[config.mk]
export PLATFORM = sky130hd
export DESIGN_NAME = rtc_time_keeper
export DESIGN_NICKNAME = d
export VERILOG_FILES = /design/src/rtl/rtc_time_keeper.sv
export SDC_FILE = /design/constraint.sdc
export NUM_CORES = 1
export LEC_CHECK = 0
export CAP_MARGIN = 20
export CORE_UTILIZATION = 45
export CTS_CLUSTER_DIAMETER = 200
export DETAILED_ROUTE_END_ITERATION = 7
export GPL_TIMING_DRIVEN = 0
export PLACE_DENSITY = 0.73
export SYNTH_ARGS = -nofsm -noshare
export SYNTH_HDL_FRONTEND = slang
export SYNTH_SLANG_ARGS = --single-unit
[constraint.sdc]
create_clock -name clk -period 4.12 [get_ports clk]
set_clock_uncertainty 0.05 [all_clocks]
set_input_delay 0.824 -clock clk [delete_from_list [all_inputs] [get_ports clk]]
set_output_delay 0.824 -clock clk [all_outputs]
set_load 0.005 [all_outputs]
[src/rtl/rtc_time_keeper.sv]
// Real-time clock core: loads BCD date/time and advances it once per
// second with full calendar, leap-year and weekday rollover.
module rtc_time_keeper #(
  parameter int CLK_HZ = 100000000
) (
  input  logic        clk,
  input  logic        rst,
  input  logic        run,
  input  logic        load,
  input  logic [15:0] set_year,
  input  logic [7:0]  set_month,
  input  logic [7:0]  set_day,
  input  logic [7:0]  set_hour,
  input  logic [7:0]  set_minute,
  input  logic [7:0]  set_sec,
  input  logic [3:0]  set_week,
  output logic [15:0] year,
  output logic [7:0]  month,
  output logic [7:0]  day,
  output logic [7:0]  hour,
  output logic [7:0]  minute,
  output logic [7:0]  sec,
  output logic [3:0]  week,
  output logic        sec_tick
);

  localparam int PW = (CLK_HZ > 1) ? $clog2(CLK_HZ) : 1;
  localparam logic [PW-1:0] TC = PW'(CLK_HZ - 1);

  logic [PW-1:0] presc;
  logic          tick;
  logic          leap;
  logic [7:0]    last_day;
  logic          c_min, c_hour, c_day, c_month, c_year;
  logic [15:0]   n_year;
  logic [7:0]    n_month, n_day, n_hour, n_minute, n_sec;
  logic [3:0]    n_week;

  function automatic logic [7:0] inc8(input logic [7:0] v);
    if (v[3:0] == 4'h9)
      return {v[7:4] + 4'h1, 4'h0};
    return {v[7:4], v[3:0] + 4'h1};
  endfunction

  function automatic logic [15:0] inc16(input logic [15:0] v);
    logic [15:0] r;
    logic        c;
    r = v;
    c = 1'b1;
    for (int i = 0; i < 4; i++) begin
      if (c) begin
        if (r[i*4 +: 4] == 4'h9) begin
          r[i*4 +: 4] = 4'h0;
        end else begin
          r[i*4 +: 4] = r[i*4 +: 4] + 4'h1;
          c = 1'b0;
        end
      end
    end
    return r;
  endfunction

  // Divisible-by-4 test straight on two BCD digits.
  function automatic logic div4(input logic [7:0] v);
    if (v[4])
      return (v[3:0] == 4'h2) || (v[3:0] == 4'h6);
    return (v[3:0] == 4'h0) || (v[3:0] == 4'h4) ||
           (v[3:0] == 4'h8);
  endfunction

  assign tick = run && (presc == TC);
  assign leap = div4((year[7:0] == 8'h00) ? year[15:8] : year[7:0]);

  always_comb begin
    last_day = 8'h31;
    unique case (1'b1)
      (month == 8'h02): last_day = leap ? 8'h29 : 8'h28;
      (month == 8'h04), (month == 8'h06),
      (month == 8'h09), (month == 8'h11): last_day = 8'h30;
      default: last_day = 8'h31;
    endcase
  end

  always_comb begin
    c_min    = sec >= 8'h59;
    c_hour   = c_min && (minute >= 8'h59);
    c_day    = c_hour && (hour >= 8'h23);
    c_month  = c_day && (day >= last_day);
    c_year   = c_month && (month >= 8'h12);
    n_sec    = c_min ? 8'h00 : inc8(sec);
    n_minute = minute;
    n_hour   = hour;
    n_day    = day;
    n_month  = month;
    n_year   = year;
    n_week   = week;
    if (c_min)
      n_minute = c_hour ? 8'h00 : inc8(minute);
    if (c_hour)
      n_hour = c_day ? 8'h00 : inc8(hour);
    if (c_day) begin
      n_day  = c_month ? 8'h01 : inc8(day);
      n_week = (week >= 4'd6) ? 4'd0 : week + 4'd1;
    end
    if (c_month)
      n_month = c_year ? 8'h01 : inc8(month);
    if (c_year)
      n_year = inc16(year);
  end

  always_ff @(posedge clk or posedge rst) begin
    if (rst) begin
      presc    <= '0;
      sec_tick <= 1'b0;
      year     <= 16'h2023;
      month    <= 8'h01;
      day      <= 8'h01;
      hour     <= 8'h00;
      minute   <= 8'h00;
      sec      <= 8'h00;
      week     <= 4'd0;
    end else begin
      sec_tick <= 1'b0;
      if (load) begin
        presc  <= '0;
        year   <= set_year;
        month  <= set_month;
        day    <= set_day;
        hour   <= set_hour;
        minute <= set_minute;
        sec    <= set_sec;
        week   <= set_week;
      end else if (tick) begin
        presc    <= '0;
        sec_tick <= 1'b1;
        year     <= n_year;
        month    <= n_month;
        day      <= n_day;
        hour     <= n_hour;
        minute   <= n_minute;
        sec      <= n_sec;
        week     <= n_week;
      end else if (run) begin
        presc <= presc + 1'b1;
      end
    end
  end

endmodule

# ---- After elaboration in Yosys (flattened, before gate mapping)
# Cells that the tools add are included.
dict set report word_totals {
  register_bits 88
  inputBits 64
  out_inout_bits 61
  elab_cells 168
}
dict set report classes {
  n_addsub 16
  order_cmp 6
  n_eq_ne 19
  mux 71
  reduce_logical 39
}
# cell n
set op_table {}
lappend op_table {{$mux W8} 29}
lappend op_table {{$mux W27} 3}
lappend op_table {{$add A4 B1 Y4 const B} 15}
lappend op_table {{$mux W16} 3}
lappend op_table {{$mux W4} 11}
lappend op_table {{$eq A4 B4 Y1 const B} 10}
lappend op_table {{$add A27 B1 Y27 const B} 1}
lappend op_table {{$eq A27 B27 Y1 const B} 1}
lappend op_table {{$mux W1} 23}
lappend op_table {{$reduce_and A3 Y1} 7}
lappend op_table {{$reduce_bool A2 Y1} 9}
lappend op_table {{$reduce_bool A3 Y1} 6}
lappend op_table {{$eq A8 B3 Y1 const B} 2}
lappend op_table {{$ge A8 B7 Y1 const B} 2}
lappend op_table {{$reduce_and A2 Y1} 6}
lappend op_table {{$pmux W5 S2} 1}
lappend op_table {{$eq A4 B3 Y1 const B} 2}
lappend op_table {{$eq A8 B2 Y1 const B} 1}
lappend op_table {{$eq A8 B4 Y1 const B} 1}
lappend op_table {{$eq A8 B5 Y1 const B} 1}
lappend op_table {{$ge A8 B5 Y1 const B} 1}
lappend op_table {{$ge A8 B6 Y1 const B} 1}
lappend op_table {{$ge A8 B8 Y1} 1}
lappend op_table {{$logic_not A8 Y1} 1}
lappend op_table {{7 further kinds} 13}

# ---- Depth between registers and ports, before layout
dict set report logic_depth {
  depth_word 20
  depth_mapped 15
  ltp_nobuf 13
}

# ---- Worst setup path after synthesis
# No wires, ideal clock.
dict set report synth_timing {
  kind {reg-to-reg}
  start {reg month[0]}
  end {reg year[7]}
  setup_time_ns 0.095
  t_arrival_ns 3.005
  required_time_ns 3.975
  slack_ns 0.970
  stages_incl_launch_ff 15
  n_path_buf 2
  synth_period_minus_slack_ns 3.150
  cell_sequence {dfstp_2 clkbuf_1 nor2_1 and4_1 and3_1 o221ai_1 nand3_1 ha_1 nor4b_2 o221ai_2 and4_1 buf_2 and4_4 and3_1 o31ai_1}
}
dict set report synth_between {
  elab_chain_len 8
  elab_cells_between_ends 13
  cone_classes {2 x order compare; 5 x eq/ne; 1 x mux; 5 x reduce/logical}
}
# element line_no
set synth_lines {}
lappend synth_lines {{from (decl)} 18} ;# output logic [7:0] month,
lappend synth_lines {{from (signal assigned)} 127} ;# month <= set_month;
lappend synth_lines {{from (signal assigned)} 137} ;# month <= n_month;
lappend synth_lines {{$eq A8 B3 Y1, or another cell as far along} 78} ;# (month == 8'h04), (month == 8'h06),
lappend synth_lines {{$reduce_or A4 Y1} 76} ;# unique case (1'b1)
lappend synth_lines {{$pmux W5 S2} 76}
lappend synth_lines {{$ge A8 B8 Y1} 88} ;# c_month = c_day && (day >= last_day);
lappend synth_lines {{$logic_and A1 B1 Y1} 88}
lappend synth_lines {{$logic_and A1 B1 Y1 *} 89} ;# c_year = c_month && (month >= 8'h12);
lappend synth_lines {{$reduce_bool A2 Y1 (no source line) *} --}
lappend synth_lines {{$reduce_and A3 Y1 (no source line) *} --}
lappend synth_lines {{to (signal assigned)} 126} ;# year <= set_year;
lappend synth_lines {{to (signal assigned)} 136} ;# year <= n_year;
lappend synth_lines {{to (decl)} 17} ;# output logic [15:0] year,
# Every way passes the cells marked *; elsewhere a longest branch is shown, timed or not.
# A chain may end at the register's enable or synchronous reset.

# ---- Final worst setup path
dict set report layout_timing {
  start {reg month[0]}
  end {reg day[2]}
}
dict set report layout_between {
  elab_chain_len 9
  elab_cells_between_ends 13
  cone_classes {1 x order compare; 5 x eq/ne; 5 x mux; 2 x reduce/logical}
}
# element line_no
set layout_lines {}
lappend layout_lines {{$eq A8 B3 Y1, or another cell as far along} 78}
lappend layout_lines {{$reduce_or A4 Y1} 76}
lappend layout_lines {{$pmux W5 S2 *} 76}
lappend layout_lines {{$ge A8 B8 Y1 *} 88}
lappend layout_lines {{$logic_and A1 B1 Y1 *} 88}
lappend layout_lines {{$mux W8 *} 102} ;# n_day = c_month ? 8'h01 : inc8(day);
lappend layout_lines {{$mux W8 *} 101} ;# if (c_day) begin
lappend layout_lines {{$mux W8 *} 133} ;# end else if (tick) begin
lappend layout_lines {{$mux W8 *} 124} ;# if (load) begin
lappend layout_lines {{to (signal assigned)} 128} ;# day <= set_day;
lappend layout_lines {{to (signal assigned)} 138} ;# day <= n_day;
lappend layout_lines {{to (decl)} 19} ;# output logic [7:0] day,
# Every way passes the cells marked *; elsewhere a longest branch is shown, timed or not. The select of a mux whose other input is x is not followed.

==> flow_metrics.py <==
metrics = {
    "status": {
        "status": "completed",
    },
    "clock_tree": {
        "post_cts_buffers": 0,
        "numClockSinks": 88,
        "htree_levels": 3,
        "cts-buffers-inserted": 9,
        "cts-root-buf": "clkbuf_16",
        "postCtsHoldBufs": 0,
        "cts_tree": "built",
        "worstSkewPairLatency_ns": 0.35,
        "clk_pin_slew_ns": 0.07,
        "clk_path_buf_depth": 2,
        "cts_resized": 0,
    },
    "logic_synthesis": {
        "synth.top_cell.area_share": 0.3671,
        "postSynth.asyncResetShare": 1.000,
        "postSynthAreaPerCell_um2": 8.802,
        "yosys.area.top_type": "dfrtp_1",
        "netlist_area_um2": 5589,
        "yosys_warnings": 0,
        "yosysSeqAreaShare": 0.3953,
        "syn_inst": 635,
        "synth_edf_count": 0,
        "synth.area.top_cells": "dfrtp_1, nand2_1, ha_1",
        "ys.flop_type": "dfrtp_1",
        "synth_seq_cells": 88,
        "ys_types": 74,
        "syn_nets": 719,
    },
    "finish": {
        "syn2layout_area_growth_pct": 31.61,
        "fillers": 1077,
        "layout-drive-gt1-share": 0.08376,
        "num_antenna_cells": 0,
        "register_area_um2": 2210,
        "multiInputGateArea_um2": 3113,
        "layout_commonest_cell": "clkdlybuf4s50_1",
        "final_nets": 855,
        "layout_common_cells": "clkdlybuf4s50_1, dfrtp_1, nand2_1",
    },
    "pwr": {
        "p_per_area_nw_per_um2": 353.6,
        "p_total_mw": 2.601,
        "vdd_drop_max_v": 0.0001964,
        "power.leakage_nw": 3.008,
    },
    "routing": {
        "num_vias": 5646,
        "ant_nets": 0,
        "first_pass_iters": 5,
        "drcViolationCount": 0,
        "route.detailed.wl_per_inst_um": 18.06,
        "routed_wl_um": 17050,
        "drt-initial-drc-count": 480,
        "viasPerCell": 5.981,
    },
    "critical_path": {
        "r2r_start": "month[0]",
        "crit_arrival_ns": 3.99,
        "worstPathRequired_ns": 4.34,
        "crit_fanout": 10,
        "r2r_slack_ns": 0.35,
        "reg2reg_depth": 14,
        "critical_path_class": "register to register",
        "cp-start-kind": "register",
        "rr_endpoint": "day[2]",
        "cp-end-kind": "register",
    },
    "global_route": {
        "grtUsageTotal": 0.2753,
        "antenna_found_initial": 0,
        "grt_max_degree": 55,
        "grt_pass1_wl_um": 27640,
        "grt-ovfl-total": 0,
        "grt_pass1_vias": 5465,
    },
    "worst_hold_path": {
        "worstHoldPathCells": 1,
        "min_path_type": "register to register",
        "hold_end": "presc[26]",
        "min_from": "presc[26]",
    },
    "sta": {
        "finalWorstPathRequiredPeriod_ns": 3.771,
        "tightest_slew_ns": 0.7960,
        "timing.final.crit_share": 0.9153,
        "final.setup.tns_ns": 0,
        "timing_hold_violations_final": 0,
        "finalMaxSlewViolations": 0,
        "rsz0062_at_grt": "false",
        "finalWorstSetupSlack_ns": 0.3489,
        "setup_violations": 0,
        "fmax_mhz": 265.2,
        "maxSlewHeadroom": 0.4693,
    },
    "run": {
        "cap_violations": 0,
    },
    "floorplanning": {
        "rows": 40,
        "die_w_um": 113.4,
        "initial_utilization": 0.4634,
        "fp.coreArea_um2": 12060,
        "die_h_um": 113.4,
        "die_area_um2": 12870,
        "io_pins": 125,
    },
    "placed_design": {
        "dp_slack_ns": 0.4061,
        "portBuffers": 124,
        "place_congestion": 0.9259,
        "dp_hpwl_um": 12370,
    },
}
-- state kept, by name (all words and copies together) (netlist names) --
signal,flops
week,4
year,16
sec_tick,1
minute,8
month,8
presc,27
hour,8
sec,8
day,8
-- layer usage --
layer  track usage  wire length (µm)
met5             0                 0
met1        0.3762              7603
met4        0.1219               459
met3       0.03401              1074
met2        0.4409              7914
-- cell type report --
type	count	area share
clock buffer	13	0.03674
tap	168	0.02858
clock inverter	3	0.002041
inverter	29	0.01514
timing repair buffer	125	0.1725
buffer	33	0.02143
sequential	88	0.3004
multi-input combinational	485	0.4232
-- per-stage QoR --
stage | util | hold WS, ns | area, µm² | instances
floorplan | - | 0.3890 | 5589 | 635
global route | 0.6099 | 0.4478 | 7356 | 944
finish | 0.6099 | 0.4392 | 7356 | 944
CTS | 0.6099 | 0.4392 | 7356 | 944
global placement | 0.5837 | 0.4237 | 7041 | 927
detailed placement | 0.5862 | 0.4274 | 7071 | 928
-- Yosys cell counts, drive strengths merged, types with 2 or more instances --
cell type / n
ha: 20
nor4: 11
mux2i: 9
clkbuf: 17
o22ai: 9
o31ai: 6
nor2b: 10
o211ai: 3
nand4b: 2
o31a: 3
o41ai: 2
o311ai: 2
nor3: 15
o2bb2ai: 2
a22o: 9
xor2: 18
nand4: 12
o21ai: 51
nor4b: 5
mux2: 2
a21oi: 32
o221ai: 3
dfrtp: 82
nand2: 73
xnor2: 9
a221o: 5
nand2b: 3
a22oi: 4
a2bb2oi: 6
a31oi: 11
buf: 16
and4: 12
inv: 28
a32oi: 7
o21a: 3
and3: 10
nand3: 27
dfstp: 6
and2: 6
nor2: 65
nand3b: 3
a311oi: 2
-- cells by family after synthesis --
logic type | after synthesis | synth area share
AND/OR/NAND/NOR | 259 | 0.2487
AO/OA/AOI/OAI | 168 | 0.2010
flip-flops | 88 | 0.3953
buffers and inverters | 62 | 0.04768
XOR/XNOR | 27 | 0.04231
adder cells (fa/ha/maj) | 20 | 0.04477
multiplexers | 11 | 0.02015
-- worst max-delay path by stage --
| stage | startpoint | endpoint | slack, ns | depth (start not counted) |
|---|---|---|---|---|
| after floorplan | month[0] | year[7] | 0.97 | 14 |
| final | month[0] | day[2] | 0.35 | 14 |
| after global placement | rst | hour[0] | -0.51 | 2 |
| after global routing | year[1] | day[6] | 0.04 | 15 |
| after CTS | month[0] | day[2] | 0.39 | 14 |
| after detailed placement | month[0] | day[2] | 0.41 | 14 |
-- critical path, cell delays in order (launching register included) --
cell      delay, ns
dfstp_2        0.55
clkbuf_1       0.34
nor2_1         0.11
and4_1         0.26
and3_1         0.16
o221ai_1       0.11
nand3_1        0.14
ha_1           0.30
nor4b_2        0.30
o221ai_2       0.25
and4_1         0.26
buf_2          0.18
nor2_1         0.34
a32oi_1        0.17
o21ai_0        0.17
-- report_power, final --
group / switching [mW] / internal, mW
clock: 0.342 / 0.456
sequential: 0.132 / 0.956
combinational: 0.346 / 0.369
total: 0.820 / 1.78
(Power assumes the default switching activity.)
